--- src/rtl/riscv_pkg.sv ---
// riscv_pkg: shared datapath width, one-hot ALU bit indices and branch funct3 codes
package riscv_pkg;
    localparam int XLEN    = 32;
    localparam int ACTRL_W = 10;

    localparam int ALU_ADD  = 0;
    localparam int ALU_SUB  = 1;
    localparam int ALU_SLL  = 2;
    localparam int ALU_SLT  = 3;
    localparam int ALU_SLTU = 4;
    localparam int ALU_XOR  = 5;
    localparam int ALU_SRL  = 6;
    localparam int ALU_SRA  = 7;
    localparam int ALU_OR   = 8;
    localparam int ALU_AND  = 9;

    localparam logic [2:0] BR_BEQ  = 3'b000;
    localparam logic [2:0] BR_BNE  = 3'b001;
    localparam logic [2:0] BR_BLT  = 3'b100;
    localparam logic [2:0] BR_BGE  = 3'b101;
    localparam logic [2:0] BR_BLTU = 3'b110;
    localparam logic [2:0] BR_BGEU = 3'b111;
endpackage

--- src/rtl/id_ex_stage_if.sv ---
// id_ex_stage_if: decode-to-EX valid/ready handshake plus the decoded instruction payload
interface id_ex_stage_if #(
    parameter int XLEN    = 32,
    parameter int ACTRL_W = 10
);
    logic               id_valid;
    logic               id_ready;
    logic [XLEN-1:0]    id_pc;
    logic [XLEN-1:0]    id_rs1_data;
    logic [XLEN-1:0]    id_rs2_data;
    logic [XLEN-1:0]    id_imm;
    logic [4:0]         id_rs1;
    logic [4:0]         id_rs2;
    logic [4:0]         id_rd;
    logic [ACTRL_W-1:0] id_alu_ctrl;
    logic [2:0]         id_bropcode;
    logic               id_use_imm;
    logic               id_is_branch;
    logic               id_reg_write;

    modport master (
        output id_valid, id_pc, id_rs1_data, id_rs2_data, id_imm, id_rs1, id_rs2, id_rd,
               id_alu_ctrl, id_bropcode, id_use_imm, id_is_branch, id_reg_write,
        input  id_ready
    );
    modport slave (
        input  id_valid, id_pc, id_rs1_data, id_rs2_data, id_imm, id_rs1, id_rs2, id_rd,
               id_alu_ctrl, id_bropcode, id_use_imm, id_is_branch, id_reg_write,
        output id_ready
    );
endinterface

--- src/rtl/id_ex_stage_fwd_mux.sv ---
// fwd_mux: operand bypass from MEM/WB onto a registered source operand
// Bypass paths exist only when ID_EX_FWD_EN is defined.
module fwd_mux #(
    parameter int XLEN = 32
) (
    input  logic [4:0]      r,
    input  logic [XLEN-1:0] reg_data,
    input  logic [4:0]      mem_rd,
    input  logic            mem_reg_write,
    input  logic [XLEN-1:0] mem_result,
    input  logic [4:0]      wb_rd,
    input  logic            wb_reg_write,
    input  logic [XLEN-1:0] wb_result,
    output logic [XLEN-1:0] data
);
`ifdef ID_EX_FWD_EN
    // MEM is younger than WB, so it wins when both target the same register
    assign data = (mem_reg_write && mem_rd == r && r != 5'd0) ? mem_result :
                  (wb_reg_write && wb_rd == r && r != 5'd0)   ? wb_result  : reg_data;
`else
    logic unused_fwd;
    assign unused_fwd = ^{r, mem_rd, mem_reg_write, mem_result, wb_rd, wb_reg_write, wb_result};
    assign data = reg_data;
`endif
endmodule

--- src/rtl/id_ex_stage.sv ---
// id_ex_stage: ID/EX pipeline register with flush, stall accounting and operand forwarding
// ID_EX_FWD_EN selects MEM/WB forwarding; otherwise decode stalls on RAW hazards.
module id_ex_stage
    import riscv_pkg::*;
#(
    parameter int XLEN    = riscv_pkg::XLEN,
    parameter int ACTRL_W = riscv_pkg::ACTRL_W
) (
    input  logic               clk,
    input  logic               rst_n,
    id_ex_stage_if.slave       id,
    input  logic               flush,
    input  logic               ex_ready,
    input  logic [4:0]         mem_rd,
    input  logic               mem_reg_write,
    input  logic [XLEN-1:0]    mem_result,
    input  logic [4:0]         wb_rd,
    input  logic               wb_reg_write,
    input  logic [XLEN-1:0]    wb_result,
    output logic               ex_valid,
    output logic [XLEN-1:0]    ex_a,
    output logic [XLEN-1:0]    ex_b,
    output logic [XLEN-1:0]    ex_store_data,
    output logic [XLEN-1:0]    ex_pc,
    output logic [ACTRL_W-1:0] ex_alu_ctrl,
    output logic [2:0]         ex_bropcode,
    output logic               ex_is_branch,
    output logic               ex_reg_write,
    output logic               ex_illegal,
    output logic [4:0]         ex_rd,
    output logic [15:0]        stall_cnt
);
    logic [XLEN-1:0]    rs1_data_q, rs2_data_q, imm_q, fwd1, fwd2;
    logic [4:0]         rs1_q, rs2_q;
    logic [ACTRL_W-1:0] alu_q;
    logic               use_imm_q, br_q, rw_q;
    logic               hazard, advance, capture;

`ifdef ID_EX_FWD_EN
    assign hazard = 1'b0;
`else
    logic dep1, dep2;
    assign dep1 = id.id_rs1 != 5'd0 && ((ex_valid && rw_q && ex_rd == id.id_rs1) ||
                  (mem_reg_write && mem_rd == id.id_rs1) || (wb_reg_write && wb_rd == id.id_rs1));
    assign dep2 = id.id_rs2 != 5'd0 && ((ex_valid && rw_q && ex_rd == id.id_rs2) ||
                  (mem_reg_write && mem_rd == id.id_rs2) || (wb_reg_write && wb_rd == id.id_rs2));
    assign hazard = id.id_valid && (dep1 || dep2);
`endif

    // The EX slot refills whenever it is empty or its occupant moves on
    assign advance     = !ex_valid || ex_ready;
    assign id.id_ready = advance && !hazard;
    assign capture     = id.id_valid && id.id_ready;

    always_ff @(posedge clk or negedge rst_n) begin
        if (!rst_n) begin
            ex_valid    <= 1'b0;
            ex_pc       <= '0;
            ex_rd       <= '0;
            ex_bropcode <= '0;
            rs1_q       <= '0;
            rs2_q       <= '0;
            rs1_data_q  <= '0;
            rs2_data_q  <= '0;
            imm_q       <= '0;
            alu_q       <= '0;
            use_imm_q   <= 1'b0;
            br_q        <= 1'b0;
            rw_q        <= 1'b0;
            stall_cnt   <= '0;
        end else begin
            if (id.id_valid && !id.id_ready && stall_cnt != 16'hFFFF)
                stall_cnt <= stall_cnt + 16'd1;
            if (flush) begin
                ex_valid <= 1'b0;
                rw_q     <= 1'b0;
                alu_q    <= '0;
                br_q     <= 1'b0;
            end else if (advance) begin
                ex_valid <= capture;
                if (capture) begin
                    ex_pc       <= id.id_pc;
                    ex_rd       <= id.id_rd;
                    ex_bropcode <= id.id_bropcode;
                    rs1_q       <= id.id_rs1;
                    rs2_q       <= id.id_rs2;
                    rs1_data_q  <= (id.id_rs1 == 5'd0) ? '0 : id.id_rs1_data;
                    rs2_data_q  <= (id.id_rs2 == 5'd0) ? '0 : id.id_rs2_data;
                    imm_q       <= id.id_imm;
                    alu_q       <= id.id_alu_ctrl;
                    use_imm_q   <= id.id_use_imm;
                    br_q        <= id.id_is_branch;
                    rw_q        <= id.id_reg_write;
                end
            end
        end
    end

    fwd_mux #(.XLEN(XLEN)) u_fwd_rs1 (
        .r(rs1_q), .reg_data(rs1_data_q),
        .mem_rd(mem_rd), .mem_reg_write(mem_reg_write), .mem_result(mem_result),
        .wb_rd(wb_rd), .wb_reg_write(wb_reg_write), .wb_result(wb_result),
        .data(fwd1)
    );

    fwd_mux #(.XLEN(XLEN)) u_fwd_rs2 (
        .r(rs2_q), .reg_data(rs2_data_q),
        .mem_rd(mem_rd), .mem_reg_write(mem_reg_write), .mem_result(mem_result),
        .wb_rd(wb_rd), .wb_reg_write(wb_reg_write), .wb_result(wb_result),
        .data(fwd2)
    );

    // An empty slot must look like a NOP downstream: no ALU op, no writeback, no branch
    assign ex_alu_ctrl   = ex_valid ? alu_q : '0;
    assign ex_reg_write  = ex_valid && rw_q;
    assign ex_is_branch  = ex_valid && br_q;
    assign ex_illegal    = ex_valid && ($countones(alu_q) != 1) && !(br_q && alu_q == '0);
    assign ex_a          = fwd1;
    assign ex_store_data = fwd2;
    assign ex_b          = br_q ? fwd2 : (use_imm_q ? imm_q : fwd2);
endmodule
--- src/flat_wrapper.sv ---
// flat-port wrapper written by rule: the top's interface ports become plain ports
module id_ex_stage_flat import riscv_pkg::*;
#(
    parameter int XLEN    = riscv_pkg::XLEN,
    parameter int ACTRL_W = riscv_pkg::ACTRL_W
)
  (clk, rst_n, flush, ex_ready, mem_rd, mem_reg_write, mem_result, wb_rd, wb_reg_write, wb_result, ex_valid, ex_a, ex_b, ex_store_data, ex_pc, ex_alu_ctrl, ex_bropcode, ex_is_branch, ex_reg_write, ex_illegal, ex_rd, stall_cnt, id_id_valid, id_id_pc, id_id_rs1_data, id_id_rs2_data, id_id_imm, id_id_rs1, id_id_rs2, id_id_rd, id_id_alu_ctrl, id_id_bropcode, id_id_use_imm, id_id_is_branch, id_id_reg_write, id_id_ready);
  id_ex_stage_if #(.XLEN(XLEN), .ACTRL_W(ACTRL_W)) id_i ();
  input  logic clk;
  input  logic rst_n;
  input  logic flush;
  input  logic ex_ready;
  input  logic [4:0] mem_rd;
  input  logic mem_reg_write;
  input  logic [XLEN-1:0] mem_result;
  input  logic [4:0] wb_rd;
  input  logic wb_reg_write;
  input  logic [XLEN-1:0] wb_result;
  output logic ex_valid;
  output logic [XLEN-1:0] ex_a;
  output logic [XLEN-1:0] ex_b;
  output logic [XLEN-1:0] ex_store_data;
  output logic [XLEN-1:0] ex_pc;
  output logic [ACTRL_W-1:0] ex_alu_ctrl;
  output logic [2:0] ex_bropcode;
  output logic ex_is_branch;
  output logic ex_reg_write;
  output logic ex_illegal;
  output logic [4:0] ex_rd;
  output logic [15:0] stall_cnt;
  input wire logic [$bits(id_i.id_valid)-1:0] id_id_valid;
  input wire logic [$bits(id_i.id_pc)-1:0] id_id_pc;
  input wire logic [$bits(id_i.id_rs1_data)-1:0] id_id_rs1_data;
  input wire logic [$bits(id_i.id_rs2_data)-1:0] id_id_rs2_data;
  input wire logic [$bits(id_i.id_imm)-1:0] id_id_imm;
  input wire logic [$bits(id_i.id_rs1)-1:0] id_id_rs1;
  input wire logic [$bits(id_i.id_rs2)-1:0] id_id_rs2;
  input wire logic [$bits(id_i.id_rd)-1:0] id_id_rd;
  input wire logic [$bits(id_i.id_alu_ctrl)-1:0] id_id_alu_ctrl;
  input wire logic [$bits(id_i.id_bropcode)-1:0] id_id_bropcode;
  input wire logic [$bits(id_i.id_use_imm)-1:0] id_id_use_imm;
  input wire logic [$bits(id_i.id_is_branch)-1:0] id_id_is_branch;
  input wire logic [$bits(id_i.id_reg_write)-1:0] id_id_reg_write;
  output wire logic [$bits(id_i.id_ready)-1:0] id_id_ready;
  assign id_i.id_valid = id_id_valid;
  assign id_i.id_pc = id_id_pc;
  assign id_i.id_rs1_data = id_id_rs1_data;
  assign id_i.id_rs2_data = id_id_rs2_data;
  assign id_i.id_imm = id_id_imm;
  assign id_i.id_rs1 = id_id_rs1;
  assign id_i.id_rs2 = id_id_rs2;
  assign id_i.id_rd = id_id_rd;
  assign id_i.id_alu_ctrl = id_id_alu_ctrl;
  assign id_i.id_bropcode = id_id_bropcode;
  assign id_i.id_use_imm = id_id_use_imm;
  assign id_i.id_is_branch = id_id_is_branch;
  assign id_i.id_reg_write = id_id_reg_write;
  assign id_id_ready = id_i.id_ready;
  id_ex_stage #(.XLEN(XLEN), .ACTRL_W(ACTRL_W)) u_core (.clk(clk), .rst_n(rst_n), .id(id_i), .flush(flush), .ex_ready(ex_ready), .mem_rd(mem_rd), .mem_reg_write(mem_reg_write), .mem_result(mem_result), .wb_rd(wb_rd), .wb_reg_write(wb_reg_write), .wb_result(wb_result), .ex_valid(ex_valid), .ex_a(ex_a), .ex_b(ex_b), .ex_store_data(ex_store_data), .ex_pc(ex_pc), .ex_alu_ctrl(ex_alu_ctrl), .ex_bropcode(ex_bropcode), .ex_is_branch(ex_is_branch), .ex_reg_write(ex_reg_write), .ex_illegal(ex_illegal), .ex_rd(ex_rd), .stall_cnt(stall_cnt));
endmodule
--- config.mk ---
export PLATFORM = sky130hd
export DESIGN_NAME = id_ex_stage_flat
export DESIGN_NICKNAME = d
export VERILOG_FILES = /design/src/rtl/riscv_pkg.sv /design/src/rtl/id_ex_stage_if.sv /design/src/rtl/id_ex_stage_fwd_mux.sv /design/src/rtl/id_ex_stage.sv /design/src/flat_wrapper.sv
export SDC_FILE = /design/constraint.sdc
export NUM_CORES = 1
export LEC_CHECK = 0
export ABC_AREA = 1
export CORE_ASPECT_RATIO = 0.7
export CORE_MARGIN = 1.5
export CORE_UTILIZATION = 38
export DETAILED_ROUTE_END_ITERATION = 8
export PLACE_DENSITY = 0.78
export SYNTH_ARGS = -nofsm -noshare
export SYNTH_HDL_FRONTEND = slang
export SYNTH_SLANG_ARGS = --single-unit
--- constraint.sdc ---
create_clock -name clk -period 3.96 [get_ports clk]
set_clock_uncertainty 0.05 [all_clocks]
set_input_delay 0.99 -clock clk [delete_from_list [all_inputs] [get_ports clk]]
set_output_delay 0.99 -clock clk [all_outputs]
set_load 0.01 [all_outputs]
==> impl_metrics.json <==
{
  "status": "finished with violations",
  "violations": "negative setup slack",
  "synth_nets": 1416,
  "setup_violations": 1,
  "core_mm2": 0.0225,
  "cts-root-buf": "clkbuf_16",
  "hold_ws_ns": 0.428,
  "area_delta_synth_final_pct": 53.1,
  "ant_nets": 0,
  "cp-start-kind": "flip-flop",
  "grt_antenna_before_repair": 0,
  "utilization_pct": 59.0,
  "viasPerCell": 4.62,
  "dp_cells": 1802,
  "dpl_worst_slack_ns": -0.529,
  "dieArea_mm2": 0.0237,
  "crit_required_ns": 2.92,
  "slew_viol_final": 0,
  "ctsHoldBuffers": 0,
  "min_period_over_period_pct": 116,
  "worstPathArrival_ns": 3.54,
  "seq_area_frac_synth_pct": 47.9,
  "grt_max_degree": 76,
  "antenna_cells": 0,
  "place_congestion": 0.933,
  "cts_tree": "done",
  "grt_pass1_vias": 8295,
  "grt_pass1_wl_um": 43200,
  "htreeDepth": 4,
  "wire_per_inst_um": 14.9,
  "fmax_mhz": 218,
  "clock-sinks": 166,
  "drt_first_pass_iters": 5,
  "hpwl_um": 20000,
  "avgSynthCellArea_um2": 7.49,
  "layoutNonFillerInstCount": 1837,
  "io_pins": 407,
  "insertion_delay_ns": 0.44,
  "synth_seq_cells": 166,
  "powerDensity_mw_per_mm2": 453,
  "async_reset_ff_share_pct": 100,
  "min_period_ns": 4.58,
  "rsz0062_at_grt": "true",
  "tns_ns": -0.623,
  "ir_drop_mv": 0.321,
  "start_util_pct": 38.5,
  "ys.flop_type": "dfrtp_1",
  "slew_headroom_pct": 53.3,
  "end_kind": "output port",
  "drtIter0Drc": 607,
  "power.static_leakage_nw": 7.02,
  "vias": 8485,
  "worst_pin_slew_ns": 0.700,
  "cts.path.max_buffers": 2,
  "die_h_um": 129,
  "synth-edff-count": 0,
  "timing.final.ws_setup_ns": -0.623,
  "nNetsFinal": 1771,
  "drv_cap": 0,
  "die_x_um": 184,
  "post-route-drc-count": 0,
  "track_usage_pct": 23.3,
  "min_path_type": "reg2reg",
  "clk_pin_slew_ns": 0.06,
  "worst-path-max-fanout": 2,
  "row_count": 46,
  "drive_gt1_share_pct": 8.26,
  "grt_overflow": 0,
  "hold_violations": 0,
  "synth_cell_type_count": 31,
  "netlist_instances": 1157,
  "crit_type": "reg2out",
  "numCtsBuffers": 17,
  "syn_area_mm2": 0.00867,
  "yosys_warnings": 0,
  "routed_wl_um": 27400,
  "port_buffers": 342
}
==> area by class of cell <==
class,count,area [um^2]
fillers,1953,9230
flip-flops and latches,166,4150
repair buffers,384,3830
multi-input cells,807,3730
inverters,136,510
clock buffers,18,439
well taps,312,390
clock inverters,14,223
==> logic make-up (layout without fill, tap and decap cells) <==
logic type / Yosys count / in the layout / share of synthesized area [%]
AO/OA/AOI/OAI: 9 / 9 / 0.606
AND/OR/NAND/NOR: 734 / 734 / 33.4
XOR/XNOR: 13 / 13 / 1.31
flip-flops: 166 / 166 / 47.9
multiplexers: 32 / 32 / 4.16
buffers and inverters: 184 / 552 / 9.34
adder cells (fa/ha/maj): 19 / 19 / 3.26
==> placed cells by master (no fill, tap or decap), types with 2 or more instances in the layout <==
cell type | Yosys | final
a21oi_1 | 2 | 2
clkbuf_16 | 0 | 17
fa_1 | 6 | 4
xnor2_1 | 3 | 3
xor2_1 | 10 | 10
clkinvlp_4 | 0 | 4
inv_2 | 4 | 7
nand3_2 | 2 | 2
dfrtp_1 | 166 | 166
nor4_1 | 2 | 2
mux2_2 | 32 | 32
ha_1 | 13 | 12
nand2_1 | 638 | 638
o211ai_1 | 2 | 2
fa_2 | 0 | 2
clkdlybuf4s50_1 | 0 | 338
nand3_1 | 29 | 29
o21ai_0 | 3 | 3
buf_4 | 4 | 34
nor2_1 | 32 | 32
inv_1 | 132 | 129
buf_12 | 0 | 8
nor3_1 | 4 | 4
nand4_1 | 21 | 21
inv_6 | 0 | 2
dlygate4sd2_1 | 0 | 2
bufinv_16 | 0 | 5
==> worst max-delay path, cell delays in order (launching register included) <==
cell and delay (ns):
dfrtp_1 0.35, inv_1 0.06, ha_1 0.28, inv_1 0.06, fa_1 0.52, fa_1 0.44, fa_2 0.37, fa_1 0.48
nor3b_2 0.15, o211ai_1 0.11, o211ai_1 0.11, inv_1 0.05, buf_2 0.13
==> Yosys cell counts, drive strengths merged (2+ instances only) <==
cell type  instances  area [um^2]
o21ai              4         20.0
clkbuf            13         48.8
nor2              34          138
a21oi              2         10.0
buf               35          250
nand3             31          165
xnor2              3         26.3
inv              136          510
dfrtp            166         4150
fa                 6          120
o211ai             2         15.0
nor3               5         30.0
xor2              10         87.6
nor4               2         12.5
ha                13          163
nand4             22          144
mux2              32          360
nand2            639         2400
==> worst paths after layout <==
path,cells past startpoint,startpoint,slack [ns],endpoint
max,12,u_core.alu_q[7],-0.62,ex_illegal
min,2,u_core.ex_bropcode[2],0.43,u_core.ex_bropcode[2]
max reg2reg,9,u_core.stall_cnt[0],1.51,u_core.stall_cnt[6]
min reg2reg,2,u_core.ex_bropcode[2],0.43,u_core.ex_bropcode[2]
max in group asynchronous,2,rst_n,2.56,u_core.imm_q[10]
min in group asynchronous,1,rst_n,0.50,u_core.alu_q[4]
==> per-layer routing <==
layer	wire, um	global-route usage [%]
met2	12600	36.5
met1	11800	30.4
met4	627	9.06
met5	0	0
met3	2300	7.08
==> what timing repair did <==
item	4_1_cts	5_1_grt
pin swaps	4	4
setup endpoints to repair	2	1
buffers inserted	1	2
endpoints found under the hold margin	0	0
resized for setup	7	4
==> registers in the layout, indices dropped and copies added, names as in the netlist <==
name and count:
u_core.ex_pc 32, u_core.imm_q 32, u_core.rs1_data_q 32, u_core.rs2_data_q 32, u_core.stall_cnt 16, u_core.alu_q 10, u_core.ex_rd 5, u_core.ex_bropcode 3
u_core.br_q 1, u_core.ex_valid 1, u_core.rw_q 1, u_core.use_imm_q 1
==> through the flow <==
step	power [mW]	area (um^2)
after detailed placement	4.14	12600
final	6.02	13300
after global placement	4.10	12600
after floorplan	3.01	8680
after global routing	6.32	13300
after CTS	6.06	13200
==> report_power, final <==
part | leakage (nW) | switching (mW) | internal (mW)
clock | 0.311 | 0.750 | 1.14
combinational | 4.61 | 0.848 | 1.05
sequential | 2.10 | 0.226 | 2.00
total | 7.02 | 1.82 | 4.19
Note: power is estimated with default switching activity, not from simulation.
==> edit 1, RTL diff (same settings) <==
`XLEN` is set to 32 in 3 places; all go to 48.
--- a/src/rtl/riscv_pkg.sv
+++ b/src/rtl/riscv_pkg.sv
@@ -2,3 +2,3 @@
 package riscv_pkg;
-    localparam int XLEN    = 32;
+    localparam int XLEN    = 48;
     localparam int ACTRL_W = 10;
--- a/src/rtl/id_ex_stage_if.sv
+++ b/src/rtl/id_ex_stage_if.sv
@@ -2,3 +2,3 @@
 interface id_ex_stage_if #(
-    parameter int XLEN    = 32,
+    parameter int XLEN    = 48,
     parameter int ACTRL_W = 10
--- a/src/rtl/id_ex_stage_fwd_mux.sv
+++ b/src/rtl/id_ex_stage_fwd_mux.sv
@@ -3,3 +3,3 @@
 module fwd_mux #(
-    parameter int XLEN = 32
+    parameter int XLEN = 48
 ) (
Ports: changed (10 resized); port bits go from 407 to 567. The function was not compared with the original's and may differ.
==> edit 1 against the original RTL <==
- the flow still finishes with violations (setup timing)
- final area up 32%
- sequential cell count grew 64
- sequential power up 39%
- count of clock-buffer cells in the layout rose by 16
- global-route usage is 1.2 points higher
- power increased by 33%
- combinational power up 37%
- clock power up 21%
- setup slack got worse by 0.13 ns
- area after synthesis rose by 32%
- wire length grew 42%
- critical path depth unchanged
- non-clock buffer count grew 118
- largest cell class unchanged
- highest routed layer unchanged
==> edit 1: results (changes against the original RTL) <==
| Metric | Value |
|---|---|
| # clk buffers | 34 (+16) |
| Synth Area in Adders | 2.46% (-0.80 points) |
| Setup Viol. Count Final | 1 (unchanged) |
| Worst-case setup slack after placement | -0.535 ns (-0.00621 ns) |
| Number of antenna cells inserted | 4 (+4) |
| Status | finished with violations |
| Failing checks | setup timing |
| Switching Power | 2.48 mW (+36%) |
| Max H-tree Level | 1 (-3) |
| Vias | 11118 (+31%) |
| Share of synthesized area occupied by flip-flops and latches | 50.1% (+2.2 points) |
| Static power due to leakage | 9.27 nW (+32%) |
| Number of antenna violations at the first check in global routing | 4 (+4) |
| Gate count after technology mapping | 1513 (+31%) |
| Mux cell area share after synthesis | 4.71% (+0.55 points) |
| Post-route worst setup slack | -0.756 ns (-0.133 ns) |
| Worst flop-to-flop path endpoint | u_core.imm_q[41]$_DFFE_PN0P_ |
| Internal reg-to-reg setup slack | 1.35 ns (-0.16 ns) |
| List of most frequent post-synthesis cells | sky130_fd_sc_hd__nand2_1 (862), sky130_fd_sc_hd__dfrtp_1 (230), sky130_fd_sc_hd__inv_1 (160) |
| Largest net degree at the start of global routing | 97 (+28%) |
| Final-layout non-clock buffer area share | 29.0% (+0.15 points) |
| Max VDD drop | 346 µV (+8.0%) |
| Worst hold path class | in -> async |
| Final layout net count | 2330 (+32%) |
| Worst-Skew Late Latency | 0.54 ns (+0.10 ns) |
| Multi-input gates | 1047 (+30%) |
| Footprint of the multi-input gates | 4760 µm² (+28%) |
| Post-Route WL | 39000 µm (+42%) |
| DRT iter0 DRCs | 740 (+22%) |
| Top post-synthesis cells by area | sky130_fd_sc_hd__dfrtp_1 (50%), sky130_fd_sc_hd__nand2_1 (28%), sky130_fd_sc_hd__inv_1 (5.2%), sky130_fd_sc_hd__mux2_2 (4.7%), sky130_fd_sc_hd__nand3_1 (1.9%) |
| Post-synthesis net count | 1868 (+32%) |
| Layout clock area frac | 4.44% (-0.54 points) |
==> edit 1: layer usage <==
| metal | share of wire, % | GRT usage [%] |
|---|---|---|
| met1 | 40 | 30.5 |
| met2 | 48 | 39.8 |
| met3 | 8.3 | 7.75 |
| met4 | 3.7 | 9.50 |
| met5 | 0 | 0 |
==> edit 1: critical path, cell delays in order, from the launching register on <==
cell and delay, ns:
sky130_fd_sc_hd__dfrtp_1 0.37, sky130_fd_sc_hd__inv_2 0.06, sky130_fd_sc_hd__ha_4 0.26, sky130_fd_sc_hd__inv_2 0.03, sky130_fd_sc_hd__fa_1 0.56, sky130_fd_sc_hd__fa_1 0.44, sky130_fd_sc_hd__fa_2 0.37, sky130_fd_sc_hd__fa_1 0.48
sky130_fd_sc_hd__nor3b_2 0.16, sky130_fd_sc_hd__o211ai_1 0.12, sky130_fd_sc_hd__o211ai_1 0.10, sky130_fd_sc_hd__inv_1 0.07, sky130_fd_sc_hd__buf_6 0.12
==> edit 1: repair_timing <==
item | in CTS | in global routing
gates cloned | 0 | 0
hold endpoints to repair | 0 | 0
pin swaps | 3 | 4
gates resized for setup | 7 | 7
endpoints found under the setup margin | 2 | 2
hold buffers | 0 | 0
setup buffers | 2 | 0
==> edit 1: through the flow <==
stage          setup TNS [ns]  area (µm²)  utilization [%]  hold slack, ns
2_1_floorplan               0       11500                -           0.395
3_3_place_gp           -0.493       16700             55.9           0.408
3_5_place_dp           -0.589       16700             55.9           0.412
4_1_cts                -0.841       17500             58.5           0.428
5_1_grt                -0.861       17500             58.6           0.448
6_report               -0.756       17500             58.6           0.426
==> edit 1: kinds of logic (layout without fill, tap and decap cells) <==
family / after synthesis / after routing
buf+inv: 236 / 712
compound gates: 10 / 10
other cells: 0 / 4
simple gates: 956 / 956
mux: 48 / 48
flops: 230 / 230
xor+xnor: 14 / 14
fa+ha+maj: 19 / 19
==> edit 1: worst max path at each step <==
stage,startpoint,to,slack (ns),depth (start not counted)
2_1_floorplan,u_core.alu_q[8]$_DFFE_PN0P_,ex_illegal,0.02,11
3_3_place_gp,u_core.alu_q[8]$_DFFE_PN0P_,ex_illegal,-0.48,12
3_5_place_dp,u_core.alu_q[8]$_DFFE_PN0P_,ex_illegal,-0.54,12
4_1_cts,u_core.alu_q[4]$_DFFE_PN0P_,ex_illegal,-0.84,12
5_1_grt,u_core.alu_q[9]$_DFFE_PN0P_,ex_illegal,-0.86,12
6_report,u_core.alu_q[8]$_DFFE_PN0P_,ex_illegal,-0.76,12
==> edit 1: power by group through the flow <==
stage / Clock (mW) / Combinational, mW / Sequential [mW]
final: 2.29 / 2.61 / 3.08
after global routing: 2.45 / 2.83 / 3.13
after CTS: 2.35 / 2.63 / 3.08
after detailed placement: 0 / 2.60 / 3.10
after global placement: 0 / 2.56 / 3.09
after floorplan: 0 / 0.925 / 3.20
==> edit 2, RTL diff (config.mk and constraints unchanged) <==
Made on the original files. Make the reset (`rst_n`) synchronous in one clocked block.
--- a/src/rtl/id_ex_stage.sv
+++ b/src/rtl/id_ex_stage.sv
@@ -54,3 +54,3 @@
 
-    always_ff @(posedge clk or negedge rst_n) begin
+    always_ff @(posedge clk) begin
         if (!rst_n) begin
Function: differs if rst_n is asserted again (counterexample within 4 cycles, from zero or initial values and one cycle with rst_n low); with rst_n held inactive, the same outputs for 4 cycles.
==> edit 2 against the original RTL <==
- the run still ends with setup timing left
- power shrank 23%
- final area shrank 6.9%
- wire length shrank 5.6%
- non-clock buffer count shrank 12
- setup slack gained 0.037 ns
- sequential cell count is the same
- area after synthesis shrank 7.8%
==> edit 2: results (changes against the original RTL) <==
| Metric | Value |
|---|---|
| Status | finished with violations |
| Failing checks | setup timing |
| Top post-synthesis cells by area | sky130_fd_sc_hd__dfxtp_1 (42%), sky130_fd_sc_hd__nand2_1 (15%), sky130_fd_sc_hd__nor2_1 (15%), sky130_fd_sc_hd__o21ai_0 (5.4%), sky130_fd_sc_hd__mux2_2 (4.5%) |
| Met3 Use GR | 7.69% (+0.61 points) |
| Internal reg-to-reg setup slack | 1.49 ns (-0.02 ns) |
| Worst-case setup slack after placement | -0.543 ns (-0.0138 ns) |
| Placer's final routability congestion estimate | 0.931 (-0.13%) |
| Global-route wire length before repair | 40800 µm (-5.6%) |
| Met2 usage | 38.7% (+2.2 points) |
| Layout cells sized above 1 | 8.34% (+0.082 points) |
| Final-layout non-clock buffer area share | 29.9% (+1.1 points) |
| Share of synthesized area occupied by flip-flops and latches | 41.6% (-6.3 points) |
| Final total negative setup slack | -0.586 ns (+0.0368 ns) |
| Worst flop-to-flop path endpoint | u_core.stall_cnt[1]$_SDFFE_PN0P_ |
| Static power due to leakage | 5.36 nW (-24%) |
| Number of buffers outside the clock class in the layout | 372 (-3.1%) |
| Number of antenna violations at the first check in global routing | 3 (+3) |
| Arrival time of the worst setup path | 3.51 ns (-0.03 ns) |
| Max VDD drop | 244 µV (-24%) |
| Combined flip-flop and latch cell area | 3330 µm² (-20%) |
| Post-CTS sizing | 17 (+10) |
| Crit. Startpoint | u_core.alu_q[6]$_SDFFE_PP0P_ |
| Filler cell count in the final layout | 1872 (-4.1%) |
| Number of antenna cells inserted | 3 (+3) |
| Average wire per standard cell | 14.4 µm (-3.0%) |
| Vias | 8380 (-1.2%) |
| Wire length on met2 | 11900 µm (-5.2%) |
| Multi-input gates | 866 (+7.3%) |
| Layout clock area frac | 5.08% (+0.096 points) |
| Async set or reset register ratio after synthesis | 0% (-100 points) |
| Post-route worst setup slack | -0.586 ns (+0.0368 ns) |
| Worst-Skew Late Latency | 0.44 ns (about the same) |
| GRT Total Usage | 23.3% (about the same) |
| Largest net degree at the start of global routing | 141 (+86%) |
| Non-clock inverter total of the final layout | 75 (-45%) |
| Footprint of the multi-input gates | 4060 µm² (+9.0%) |
| Setup Viol. Count Final | 1 (unchanged) |
| List of most frequent post-synthesis cells | sky130_fd_sc_hd__nand2_1 (322), sky130_fd_sc_hd__nor2_1 (321), sky130_fd_sc_hd__dfxtp_1 (166) |
| Routed length on met3 | 2180 µm (-5.2%) |
| Worst Hold Path EP | u_core.rs1_data_q[0]$_SDFFE_PN0P_ |
| R2r startpoint | u_core.stall_cnt[0]$_SDFFE_PN0P_ |
| Worst hold path startpoint | u_core.rs1_data_q[0]$_SDFFE_PN0P_ |
| Cell Count Post-Placement | 1753 (-2.7%) |
| Non-Filler Cell Area, Final | 12400 µm² (-6.9%) |
| Most frequently used flop master after synthesis | sky130_fd_sc_hd__dfxtp_1 |
| Number of global-route vias before repair | 8148 (-1.8%) |
| R2R depth | 10 (+1) |
| Grt met1 use | 28.5% (-1.8 points) |
| Post-DP HPWL | 18500 µm (-7.4%) |
| Number of cells on the worst hold path | 2 (unchanged) |
edit 2: worst register-to-register path: cells and delay by family (launching register included):
family / cells / cell delay [ns]
DFF: 1 / 0.50
adders and majority gates: 1 / 0.24
buffers and inverters: 2 / 0.17
and+or+nand+nor: 7 / 1.41
edit 2: kinds of logic after synthesis:
logic type | Yosys count | share of synthesized area (%)
xor gates and xnor gates | 13 | 1.42
DFF | 166 | 41.6
buffers and inverters | 139 | 8.11
AOI/OAI and AO/OA | 116 | 7.37
and+or+nand+nor | 686 | 33.5
adders and majority gates | 19 | 3.54
muxes | 32 | 4.51
edit 2: report_power, final:
group | leakage, nW | total (mW) | switching [mW] | internal, mW
logic | 3.69 | 0.990 | 0.450 | 0.540
clock network | 0.304 | 1.78 | 0.753 | 1.03
registers | 1.37 | 1.86 | 0.0721 | 1.79
total | 5.36 | 4.63 | 1.28 | 3.36
